## src/rtl/bcd_xs3_seq_ctrl.sv

```systemverilog
// Multi-digit BCD to Excess-3 sequencing controller.
// A captured DIGITS-wide BCD word is pushed through one shared nibble
// converter (digit+3), one digit per clock, LSD first. The assembled
// Excess-3 word is offered on a valid/ready output; any digit above 9 is
// written as 4'h0 and raises the sticky out_err flag for that word.
//
// Ports:
//   clk, rst_n          clock, asynchronous active-low reset
//   flush               synchronous abort back to IDLE (wins over capture)
//   in_valid/in_ready   input handshake, in_ready only in IDLE
//   in_bcd              packed BCD word, digit 0 in bits [3:0]
//   out_valid/out_ready output handshake, out_valid only in DONE
//   out_xs3, out_err    Excess-3 result and non-BCD flag
//   busy                high in CONV or DONE
module bcd_xs3_seq_ctrl #(
    parameter int unsigned DIGITS = 4
) (
    input  logic                  clk,
    input  logic                  rst_n,
    input  logic                  flush,
    input  logic                  in_valid,
    output logic                  in_ready,
    input  logic [4*DIGITS-1:0]   in_bcd,
    output logic                  out_valid,
    input  logic                  out_ready,
    output logic [4*DIGITS-1:0]   out_xs3,
    output logic                  out_err,
    output logic                  busy
);

    localparam int unsigned DATA_W = 4 * DIGITS;
    localparam int unsigned IDX_W  = (DIGITS > 1) ? $clog2(DIGITS) : 1;
    localparam int unsigned OFF_W  = IDX_W + 2;
    localparam logic [IDX_W-1:0] LAST_IDX = IDX_W'(DIGITS - 1);

    typedef enum logic [1:0] {
        IDLE = 2'd0,
        CONV = 2'd1,
        DONE = 2'd2
    } state_t;

    state_t              state;
    logic [IDX_W-1:0]    idx;
    logic [DATA_W-1:0]   word;

    logic [OFF_W-1:0]    off_c;
    logic [3:0]          digit_c;
    logic [3:0]          xs3_c;
    logic                bad_c;

    // Shared nibble converter fed by the current digit index
    always_comb begin
        off_c   = {idx, 2'b00};
        digit_c = word[off_c +: 4];
        bad_c   = (digit_c > 4'd9);
        xs3_c   = bad_c ? 4'h0 : 4'(digit_c + 4'd3);
    end

    // Controller state and registered outputs
    always_ff @(posedge clk or negedge rst_n) begin
        if (!rst_n) begin
            state     <= IDLE;
            idx       <= '0;
            word      <= '0;
            in_ready  <= 1'b1;
            out_valid <= 1'b0;
            out_xs3   <= '0;
            out_err   <= 1'b0;
            busy      <= 1'b0;
        end else if (flush) begin
            state     <= IDLE;
            idx       <= '0;
            word      <= '0;
            in_ready  <= 1'b1;
            out_valid <= 1'b0;
            out_xs3   <= '0;
            out_err   <= 1'b0;
            busy      <= 1'b0;
        end else begin
            case (state)
                IDLE: begin
                    if (in_valid && in_ready) begin
                        state    <= CONV;
                        word     <= in_bcd;
                        idx      <= '0;
                        out_xs3  <= '0;
                        out_err  <= 1'b0;
                        in_ready <= 1'b0;
                        busy     <= 1'b1;
                    end
                end
                CONV: begin
                    out_xs3[off_c +: 4] <= xs3_c;
                    if (bad_c) begin
                        out_err <= 1'b1;
                    end
                    if (idx == LAST_IDX) begin
                        state     <= DONE;
                        out_valid <= 1'b1;
                    end else begin
                        idx <= idx + IDX_W'(1);
                    end
                end
                DONE: begin
                    // Result stays put until the consumer takes it
                    if (out_valid && out_ready) begin
                        state     <= IDLE;
                        out_valid <= 1'b0;
                        in_ready  <= 1'b1;
                        busy      <= 1'b0;
                        idx       <= '0;
                    end
                end
                default: begin
                    state     <= IDLE;
                    idx       <= '0;
                    in_ready  <= 1'b1;
                    out_valid <= 1'b0;
                    busy      <= 1'b0;
                end
            endcase
        end
    end

endmodule
```

## config.mk

```make
export PLATFORM = sky130hd
export DESIGN_NAME = bcd_xs3_seq_ctrl
export DESIGN_NICKNAME = d
export VERILOG_FILES = /design/src/rtl/bcd_xs3_seq_ctrl.sv
export SDC_FILE = /design/constraint.sdc
export NUM_CORES = 1
export LEC_CHECK = 0
export CORE_ASPECT_RATIO = 1.75
export CORE_UTILIZATION = 45
export DETAILED_ROUTE_END_ITERATION = 6
export GPL_TIMING_DRIVEN = 0
export MAX_ROUTING_LAYER = met4
export PLACE_DENSITY = 0.75
export SLEW_MARGIN = 20
export SYNTH_ARGS = -nofsm -noshare
export SYNTH_HDL_FRONTEND = slang
export SYNTH_SLANG_ARGS = --single-unit
```

## constraint.sdc

```tcl
create_clock -name clk -period 1.85 [get_ports clk]
set_input_delay 0.37 -clock clk [delete_from_list [all_inputs] [get_ports clk]]
set_output_delay 0.37 -clock clk [all_outputs]
set_load 0.05 [all_outputs]
```

Yosys cells after proc, flatten, opt, wreduce, memory -nomap -nowiden

Cells that the tools add are included.

Bits in registers: 40
Output and inout port bits: 20
Bits of input ports: 21

Order comparisons: 1
$add $sub $neg: 3
Shift operators: 3
Reduce and logical (&&, ||, !) cells: 13
Multiplexer cells: 31
Equality and inequality tests: 10

Operator list:

| kind                                                                    | count |
|---|---|
| 16-bit 2-to-1 mux                                                       | 5 |
| 16-bit one-hot mux with 2 select lines                                  | 1 |
| 16-bit bitwise mux                                                      | 1 |
| 4-bit by 6-bit variable shift with 16-bit output (first input constant) | 1 |
| 16-bit by 5-bit variable part select with 4-bit output                  | 1 |
| 4-bit by 6-bit variable part select with 16-bit output                  | 1 |
| 3-bit inequality test (second input constant)                           | 5 |
| 3-bit AND reduction                                                     | 5 |
| 2-bit 2-to-1 mux                                                        | 7 |
| 2-bit one-hot mux with 3 select lines                                   | 2 |
| 1-bit 2-to-1 mux                                                        | 10 |
| 1-bit one-hot mux with 3 select lines                                   | 3 |
| 4-bit negator with 6-bit output                                         | 1 |
| 4-bit by 2-bit adder with 4-bit output (second input constant)          | 1 |
| 2-bit == test (second input constant)                                   | 2 |
| 4-bit > comparator (second input constant)                              | 1 |
| 4-bit 2-to-1 mux                                                        | 1 |
| 2-bit inequality test (second input constant)                           | 2 |
| 2-bit AND reduction                                                     | 2 |
| 2-bit nonzero test                                                      | 2 |
| 3-bit nonzero test                                                      | 1 |
| 2-bit by 1-bit adder with 2-bit output (second input constant)          | 1 |
| 2-bit by 1-bit == test with 1-bit output (second input constant)        | 1 |
| 1-bit logical AND                                                       | 2 |
| other kinds (2)                                                         | 2 |

Depth between registers and ports, before layout

Gate-level depths: netlist of the first run.

Depth after elaboration: 7
Mapped depth: 8
Mapped depth without buffers: 7

Worst setup path after synthesis of the first run

No wires, ideal clock.

Kind: flip-flop to flip-flop
Start: register idx[0]
End: register out_xs3[0]
Cell stages (with the launch flop): 9
Clock period less this slack: 1.924 ns
Library setup time: 0.067 ns
Path slack: -0.074 ns
Arrival time: 1.857 ns
Path buffers: 1
Cells stage by stage: dfrtp_1 > buf_6 > mux4_2 > inv_1 > ha_1 > nor2_1 > o21a_1 > nor2_2 > a22o_1

Cells in the longest elaborated chain, start to end: 7
Elaborated cells between the ends (all ways): 10
Those cells by class: 2 x add/sub; 1 x order compare; 3 x shift; 4 x mux

Ends and longest elaborated chain:

| element                                                                      | RTL line | text |
|---|---|---|
| start: declaration                                                           | 43       | `logic [IDX_W-1:0] idx;` |
| start signal: assignment                                                     | 101      | `idx <= idx + IDX_W'(1);` |
| 16-bit by 5-bit variable part select with 4-bit output                       | 54       | `digit_c = word[off_c +: 4];` |
| 4-bit by 2-bit adder with 4-bit output or 4-bit > comparator (tied branches) | 56, 55   |  |
| 4-bit 2-to-1 mux                                                             | 56       | `xs3_c = bad_c ? 4'h0 : 4'(digit_c + 4'd3);` |
| 4-bit by 6-bit variable part select with 16-bit output                       | 93       | `out_xs3[off_c +: 4] <= xs3_c;` |
| 16-bit bitwise mux (*)                                                       | 93       |  |
| 16-bit one-hot mux with 2 select lines (*)                                   | 80       | `case (state)` |
| 16-bit 2-to-1 mux (*)                                                        | 70       | `end else if (flush) begin` |
| end signal: indexed assignment                                               | 93       |  |
| end: declaration                                                             | 26       | `output logic [4*DIGITS-1:0] out_xs3,` |

Every way passes the cells marked *; elsewhere a longest branch is shown, timed or not.
A chain may end at the register's enable or synchronous reset.

Final worst setup path of the first run

Start: register idx[0]
End: register out_xs3[12]

The elaborated chain is that of the path after synthesis.

==> impl_metrics.ini, run 1 <==
[layout]
layout.nets = 253
area_growth_pct = 38.8
diodes = 0
fin_area_sq_mm = 0.00267
instances_no_fill = 276
utilization = 0.649
fillCellCount = 330
drive_above_1_share = 0.176

[clock_tree]
clock_path_buffers = 2
cts_htree_levels = 2
cts_root_buffer = clkbuf_8
insertion_delay_ns = 0.30
cts_tree = done
cts_buffers = 5
path_clk_slew_ns = 0.08
cts.sink_count = 40

[setup_path]
cp.arrival_ns = 2.17
cpPeakStageDelay_ns = 0.57
critPathMostFrequentCell = nor2_4
crit_path_max_fanout = 4
critPathTopFamily = multiplexers
path_cells = buf_6 -> mux4_2 -> inv_2 -> ha_4 -> nor2_4 -> o21a_4 -> nor2_4 -> a22o_1
crit_buf_inv = 2
crit_type = flop to flop
cp_data_required_time_ns = 2.09
start_kind = flop
critPathCaptureType = flop
slowest_stage = mux4_2

[grt]
antenna_found_initial = 0
grt-ovfl-total = 0
grt_pass1_wl_microns = 6960
gr-usage-all-layers = 0.217
grt_pass1_vias = 1499
grt_max_degree = 30

[detailed_routing]
drcViolationCount = 0
vias = 1553
drt_iter0_drc = 28
totalWireLength_microns = 4170
avgViaCountPerCell = 5.63
drt_pass1_iterations = 4
antenna_left = 0
wl_per_cell_microns = 15.1

[sta]
tightest_slew_ns = 0.634
finalCritPeriodShare = 1.04
tns_ns = -0.998
fmax_mhz = 518
setup_viol = 15
fin_skew_ns = 0.00989
grt_setup_unrepaired = true
drv_slew = 0
finalHoldViolCount = 0
holdWs_ns = 0.481
slew_headroom = 0.574
fin_ws_ns = -0.0823
period_minus_slack_ns = 1.93

[logic_synthesis]
synth-edff-count = 0
mappedNetlistArea_sq_mm = 0.00192
synth-seq-cells = 40
synth_nets = 201
synth-seq-area-share = 0.521
synthArstFlopShare = 1.00
ys_types = 43
syn_area_per_cell_sq_um = 11.1
ys_dominant_reg_cell = dfrtp_1
yosys_warnings = 0
synthCells = 174

[place]
dp_slack_ns = -0.500
port_buffers = 40
dp_hpwl_microns = 3090
postPlaceCellArea_sq_mm = 0.00242
place_congestion = 0.842
dp.cells = 264

[pwr]
power.density_mw_per_mm2 = 826
peakVddDrop_mv = 0.641
power_mw = 2.21
p_leak_nw = 1.44

[hold_path]
min_path_type = input port to asynchronous set/reset pin

[die]
die_h_microns = 88.5
ios = 41
fp-row-count = 31
start_util = 0.468
die-area_sq_mm = 0.00455
core_area_sq_mm = 0.00411
fp.dieW_microns = 51.4

[outcome]
violations = setup timing
outcome = complete, but fails checks

[flow_run]
drv_cap = 0
==> sequential cells by signal, indices dropped and copies added, names as in the netlist <==
name and flops:
out_xs3 16, word 16, idx 2, state 2, busy 1, in_ready 1, out_err 1, out_valid 1
==> per-layer routing <==
| metal | track usage | vias to the layer above | share of wire |
|---|---|---|---|
| met2 | 0.368 | 35 | 0.54 |
| li1 | - | 745 | - |
| met1 | 0.242 | 766 | 0.40 |
| met4 | 0.0909 | 0 | 0.017 |
| met3 | 0.0464 | 7 | 0.037 |
| met5 | - | - | 0 |
==> cells in the final DEF (no fill, tap or decap), types with 2 or more instances in the layout <==
cell type and n:
nand4_1 2, ha_4 2, buf_4 3, inv_1 6, clkbuf_8 7, a211oi_2 2
a21o_1 4, a22o_1 17, buf_2 3, o2bb2ai_1 2, nor2_4 3, nor2_1 6
clkdlybuf4s50_1 21, nand2_1 23, nor2b_1 2, nand3_1 2, a311oi_1 3, ha_1 4
dfrtp_1 39, nor3_1 2, a21oi_1 13, o21ai_1 6, clkbuf_1 4, dlymetal6s2s_1 17
o21ai_0 2, mux4_2 4
==> Yosys cell counts (all sizes together), types with 2 or more instances <==
| library cell | n | share of area |
|---|---|---|
| mux4 | 4 | 0.047 |
| a311oi | 3 | 0.014 |
| nand4 | 2 | 0.0065 |
| dfrtp | 39 | 0.51 |
| a21o | 4 | 0.016 |
| nor2 | 10 | 0.022 |
| clkbuf | 4 | 0.0078 |
| ha | 6 | 0.039 |
| nor3 | 2 | 0.0052 |
| nand3 | 2 | 0.0052 |
| nand2 | 23 | 0.045 |
| a211oi | 2 | 0.010 |
| nor2b | 3 | 0.011 |
| o21ai | 8 | 0.021 |
| a21oi | 14 | 0.038 |
| a22o | 17 | 0.077 |
| inv | 8 | 0.016 |
| buf | 3 | 0.011 |
| o2bb2ai | 2 | 0.0091 |
| or2 | 2 | 0.0065 |
==> area by class of cell <==
class                      instances  area [sq um]  share of cell area
buffer                             7          36.3              0.0136
clock buffer                       7          96.3              0.0361
clock inverter                     1          30.0              0.0113
inverter                           8          32.5              0.0122
multi-input combinational        119           921               0.345
sequential                        40          1000               0.376
tap                               49          61.3              0.0230
timing repair buffer              45           489               0.183
==> logic make-up (layout without fill, tap and decap cells) <==
kind of cell / Yosys count / count (layout) / synth area share
simple gates: 54 / 54 / 0.148
flops: 40 / 40 / 0.521
fa+ha+maj: 6 / 6 / 0.0390
compound gates: 54 / 54 / 0.205
buf+inv: 15 / 68 / 0.0345
mux: 5 / 5 / 0.0527
==> final timing paths <==
| path | start | endpoint | slack (ns) | depth (start not counted) |
|---|---|---|---|---|
| worst max-delay path | idx[0] | out_xs3[12] | -0.08 | 8 |
| worst min-delay path | rst_n | out_xs3[14] | 0.48 | 2 |
| worst max register to register | idx[0] | out_xs3[12] | -0.08 | 8 |
| worst min register to register | busy | busy | 0.48 | 1 |
| max in group asynchronous | rst_n | word[14] | 0.92 | 3 |
| min in group clk | busy | busy | 0.48 | 1 |
==> power breakdown <==
part	switching (mW)	leakage, nW	internal, mW
Sequential	0.0280	0.545	0.919
Clock	0.303	0.0645	0.476
Combinational	0.274	0.828	0.205
Total	0.605	1.44	1.60
==> what timing repair did <==
action	CTS	global route
pin swaps	5	6
hold endpoints to repair	10	0
hold buffers	1	0
endpoints found under the setup margin	28	37
resized for setup	9	19
setup buffers	2	1
Power figures use the tool's default switching activity.
==> inputs of run 2 (changes only) <==
CORE_UTILIZATION = 47   (was 45)
CTS_BUF_LIST = sky130_fd_sc_hd__clkbuf_4 sky130_fd_sc_hd__clkbuf_8   (was not set)
PLACE_DENSITY = 0.78   (was 0.75)
==> impl_metrics.ini, run 2 (synthesis results as in run 1) <==
[detailed_routing]
vias = 1574
totalWireLength_microns = 4420
antenna_left = 0
wl_per_cell_microns = 15.9
drt_pass1_iterations = 4
drt_iter0_drc = 31
avgViaCountPerCell = 5.68
drcViolationCount = 0

[sta]
holdWs_ns = 0.481
drv_slew = 0
period_minus_slack_ns = 1.97
setup_viol = 17
fin_skew_ns = 0.0108
tightest_slew_ns = 0.621
fin_ws_ns = -0.122
slew_headroom = 0.583
grt_setup_unrepaired = true
fmax_mhz = 507
finalCritPeriodShare = 1.07
finalHoldViolCount = 0
tns_ns = -1.66

[layout]
area_growth_pct = 37.8
layout.nets = 255
drive_above_1_share = 0.188
reg_top3 = out_xs3: 16 flops, word: 16 flops
final_cell_mix = 39 x dfrtp_1, 23 x nand2_1, 20 x clkdlybuf4s50_1
instances_no_fill = 277
mostFrequentLayoutCell = dfrtp_1
utilization = 0.679
diodes = 0
fin_area_sq_mm = 0.00265

[clock_tree]
cts_tree = done
cts_buffers = 5
clock_path_buffers = 2
cts_root_buffer = clkbuf_8
path_clk_slew_ns = 0.08
cts.sink_count = 40
cts_htree_levels = 2
insertion_delay_ns = 0.30

[die]
start_util = 0.493
die_h_microns = 86.6
fp.dieW_microns = 50.4
ios = 41
core_area_sq_mm = 0.00390
die-area_sq_mm = 0.00436
fp-row-count = 30

[place]
dp.cells = 263
dp_slack_ns = -0.449
port_buffers = 40
dp_hpwl_microns = 3100
place_congestion = 0.846
postPlaceCellArea_sq_mm = 0.00242

[pwr]
power_mw = 2.07
power.density_mw_per_mm2 = 781
p_switching_mw = 0.606
power.share.clock = 0.305
power.internal_mw = 1.46
switching_share = 0.293
seq_power_share = 0.458
pwr-share-comb = 0.237
p_leak_nw = 1.43
peakVddDrop_mv = 0.615

[hold_path]
min_path_type = flop to flop

[grt]
antenna_found_initial = 0
grt-ovfl-total = 0
grt_max_degree = 28
busiest_layer = met2
use_met3 = 0.0526
grt_pass1_wl_microns = 7380
met1_usage = 0.229
grt_pass1_vias = 1671
gr-usage-all-layers = 0.240
use_met2 = 0.406

[setup_path]
cp_data_required_time_ns = 2.03
cp.arrival_ns = 2.16
critPathCaptureType = flop
crit_type = flop to flop
r2r_setup_slack_ns = -0.12
start_kind = flop
crit_path_max_fanout = 6

[flow_run]
drv_cap = 0

[outcome]
outcome = complete, but fails checks
violations = setup timing
run 2: routing by layer:
| layer | share of wire | up-vias | wire (microns) |
|---|---|---|---|
| li1 | - | 746 | - |
| met1 | 0.37 | 762 | 1650 |
| met5 | 0 | - | 0 |
| met4 | 0.047 | 0 | 206 |
| met3 | 0.036 | 18 | 159 |
| met2 | 0.54 | 48 | 2410 |
run 2: repair_timing:
item | CTS | global route
endpoints found under the hold margin | 12 | 0
setup endpoints to repair | 29 | 37
pin swaps | 16 | 7
resized for setup | 12 | 17
buffers inserted | 4 | 1
hold buffers | 1 | 0
run 2: path summary, 6_finish.rpt:
path	startpoint	endpoint	cells past startpoint
worst min register to register	out_xs3[11]	out_xs3[11]	2
worst max register to register	idx[0]	out_xs3[3]	7
worst max-delay path	idx[0]	out_xs3[3]	7
max in group asynchronous	rst_n	word[15]	3
worst min-delay path	out_xs3[11]	out_xs3[11]	2
min in group asynchronous	rst_n	out_xs3[14]	2
run 2: area by class of cell:
class	count	area (sq um)
multi-input combinational	119	925
timing repair buffer	47	499
tap	48	60.1
buffer	7	36.3
fill	311	1250
inverter	8	30.0
clock buffer	8	97.6
sequential	40	1000
run 2: power groups by stage:
stage               combinational [mW]  sequential [mW]  clock, mW
finish                           0.490            0.949      0.631
CTS                              0.480            0.949      0.636
floorplan                        0.246             1.00          0
global route                     0.527            0.954      0.677
global placement                 0.425            0.965          0
detailed placement               0.438            0.966          0
run 2: critical path, cell delays in order (launching register included):
cell and delay (ns):
dfrtp_1 0.38, buf_6 0.14, mux4_2 0.58, ha_4 0.21, nor2_4 0.12, nor2_2 0.04
a22oi_2 0.29, o21ai_1 0.10
==> inputs of run 3 (changes only) <==
CAP_MARGIN = 20   (was not set)
SLEW_MARGIN = not set   (was 20)
==> impl_metrics.ini, run 3 (synthesis results as in run 1) <==
[pwr]
pwr-share-comb = 0.237
switching_share = 0.289
p_switching_mw = 0.593
power.density_mw_per_mm2 = 782
power.internal_mw = 1.46
power.share.clock = 0.302
peakVddDrop_mv = 0.705
p_leak_nw = 1.38
seq_power_share = 0.462

[clock_tree]
clock_path_buffers = 2
insertion_delay_ns = 0.29
cts_htree_levels = 2
cts_hold_buf = 0
path_clk_slew_ns = 0.07
cts_root_buffer = clkbuf_8
cts_tree = done
cts.sink_count = 40
cts_buffers = 5

[place]
port_buffers = 40
dp.cells = 262
postPlaceCellArea_sq_mm = 0.00240
place_congestion = 0.846
dp_hpwl_microns = 3010

[die]
ios = 41
die_h_microns = 86.6
core_area_sq_mm = 0.00390
fp.dieW_microns = 50.4
die-area_sq_mm = 0.00436
fp-row-count = 30
start_util = 0.493

[layout]
fillCellCount = 317
area_growth_pct = 36.7
diodes = 0
final_cell_mix = 39 x dfrtp_1, 24 x clkdlybuf4s50_1, 23 x nand2_1
instances_no_fill = 277
fin_area_sq_mm = 0.00263
drive_above_1_share = 0.188
mostFrequentLayoutCell = dfrtp_1
layout.nets = 255
utilization = 0.673
reg_top3 = out_xs3: 16 flops, word: 16 flops

[sta]
fin_skew_ns = 0.00617
drv_slew = 0
holdWs_ns = 0.181
tns_ns = -1.28
grt_setup_unrepaired = true
slew_headroom = 0.436
fin_ws_ns = -0.101
setup_viol = 17
finalHoldViolCount = 0
fmax_mhz = 512
finalCritPeriodShare = 1.05
period_minus_slack_ns = 1.95
tightest_slew_ns = 0.846

[setup_path]
start_kind = flop
cp.arrival_ns = 2.12
r2r_setup_slack_ns = -0.10
crit_type = flop to flop
reg2reg_to = out_xs3[3]
r2r_cells = 7
endpoint = out_xs3[3]
startpoint = idx[0]
crit_path_max_fanout = 5
cp_data_required_time_ns = 2.02
critPathCaptureType = flop
reg2reg_from = idx[0]

[outcome]
violations = setup timing
outcome = complete, but fails checks

[detailed_routing]
avgViaCountPerCell = 5.67
antenna_left = 0
wl_per_cell_microns = 15.3
drt_iter0_drc = 42
drcViolationCount = 0
drt_pass1_iterations = 4
totalWireLength_microns = 4240
vias = 1570

[grt]
antenna_found_initial = 0
gr-usage-all-layers = 0.233
grt_pass1_wl_microns = 7240
grt_max_degree = 41
grt-ovfl-total = 0
grt_pass1_vias = 1626

[flow_run]
drv_cap = 0

[hold_path]
min_path_type = input port to asynchronous set/reset pin
## run 3: changes by cell type in the layout (fill, tap and decap cells not counted), sizes merged
cell / before / now
dlygate4sd3: 1 / 0
buf: 10 / 11
clkdlybuf4s50: 20 / 24
dlymetal6s2s: 16 / 14
dlygate4sd2: 3 / 1
## run 3: metal layers
metal  vias up  wire (microns)  GRT usage
met1       770            1630      0.240
met5         -               0          -
met3        10             146     0.0509
met2        43            2360      0.401
met4         0             102      0.126
li1        747               -          -
## run 3: area by class of cell
type	instances	area, sq um	share of cell area
Inverter	8	30.0	0.0114
Buffer	7	36.3	0.0138
Multi-Input combinational cell	119	921	0.350
Timing Repair Buffer	47	482	0.183
Sequential cell	40	1000	0.381
Clock buffer	8	97.6	0.0371
Tap cell	48	60.1	0.0228
## run 3: power groups by stage
stage	Combinational, mW	Clock [mW]	Sequential [mW]
3_5_place_dp	0.432	0	0.966
5_1_grt	0.527	0.664	0.954
4_1_cts	0.475	0.631	0.949
6_report	0.487	0.620	0.950
3_3_place_gp	0.425	0	0.965
2_1_floorplan	0.246	0	1.00
## run 3: timing repair
action | 4_1_cts | 5_1_grt
pin swaps | 14 | 9
setup buffers | 5 | 2
resized for setup | 9 | 15
endpoints found under the setup margin | 28 | 40
## run 3: metrics by stage
step	total power, mW	setup WS (ns)
3_5_place_dp	1.40	-0.442
4_1_cts	2.05	-0.0937
3_3_place_gp	1.39	-0.519
6_report	2.06	-0.101
5_1_grt	2.14	-0.183
2_1_floorplan	1.25	-0.0330
## run 3: how the worst min path moves through the flow
stage               start  slack [ns]    endpoint
6_report            rst_n        0.18  out_xs3[7]
5_1_grt             rst_n        0.26  out_xs3[2]
4_1_cts             rst_n        0.22  out_xs3[7]
3_5_place_dp         busy        0.47        busy
3_3_place_gp   out_xs3[7]        0.47  out_xs3[7]
2_1_floorplan       rst_n        0.07        busy
## run 3: worst max-delay path, cell delays in order (launching register included)
cell     delay [ns]
dfrtp_1        0.36
buf_6          0.13
mux4_2         0.57
ha_4           0.20
nor2_4         0.12
nor2_2         0.04
a22oi_2        0.30
o21ai_1        0.10
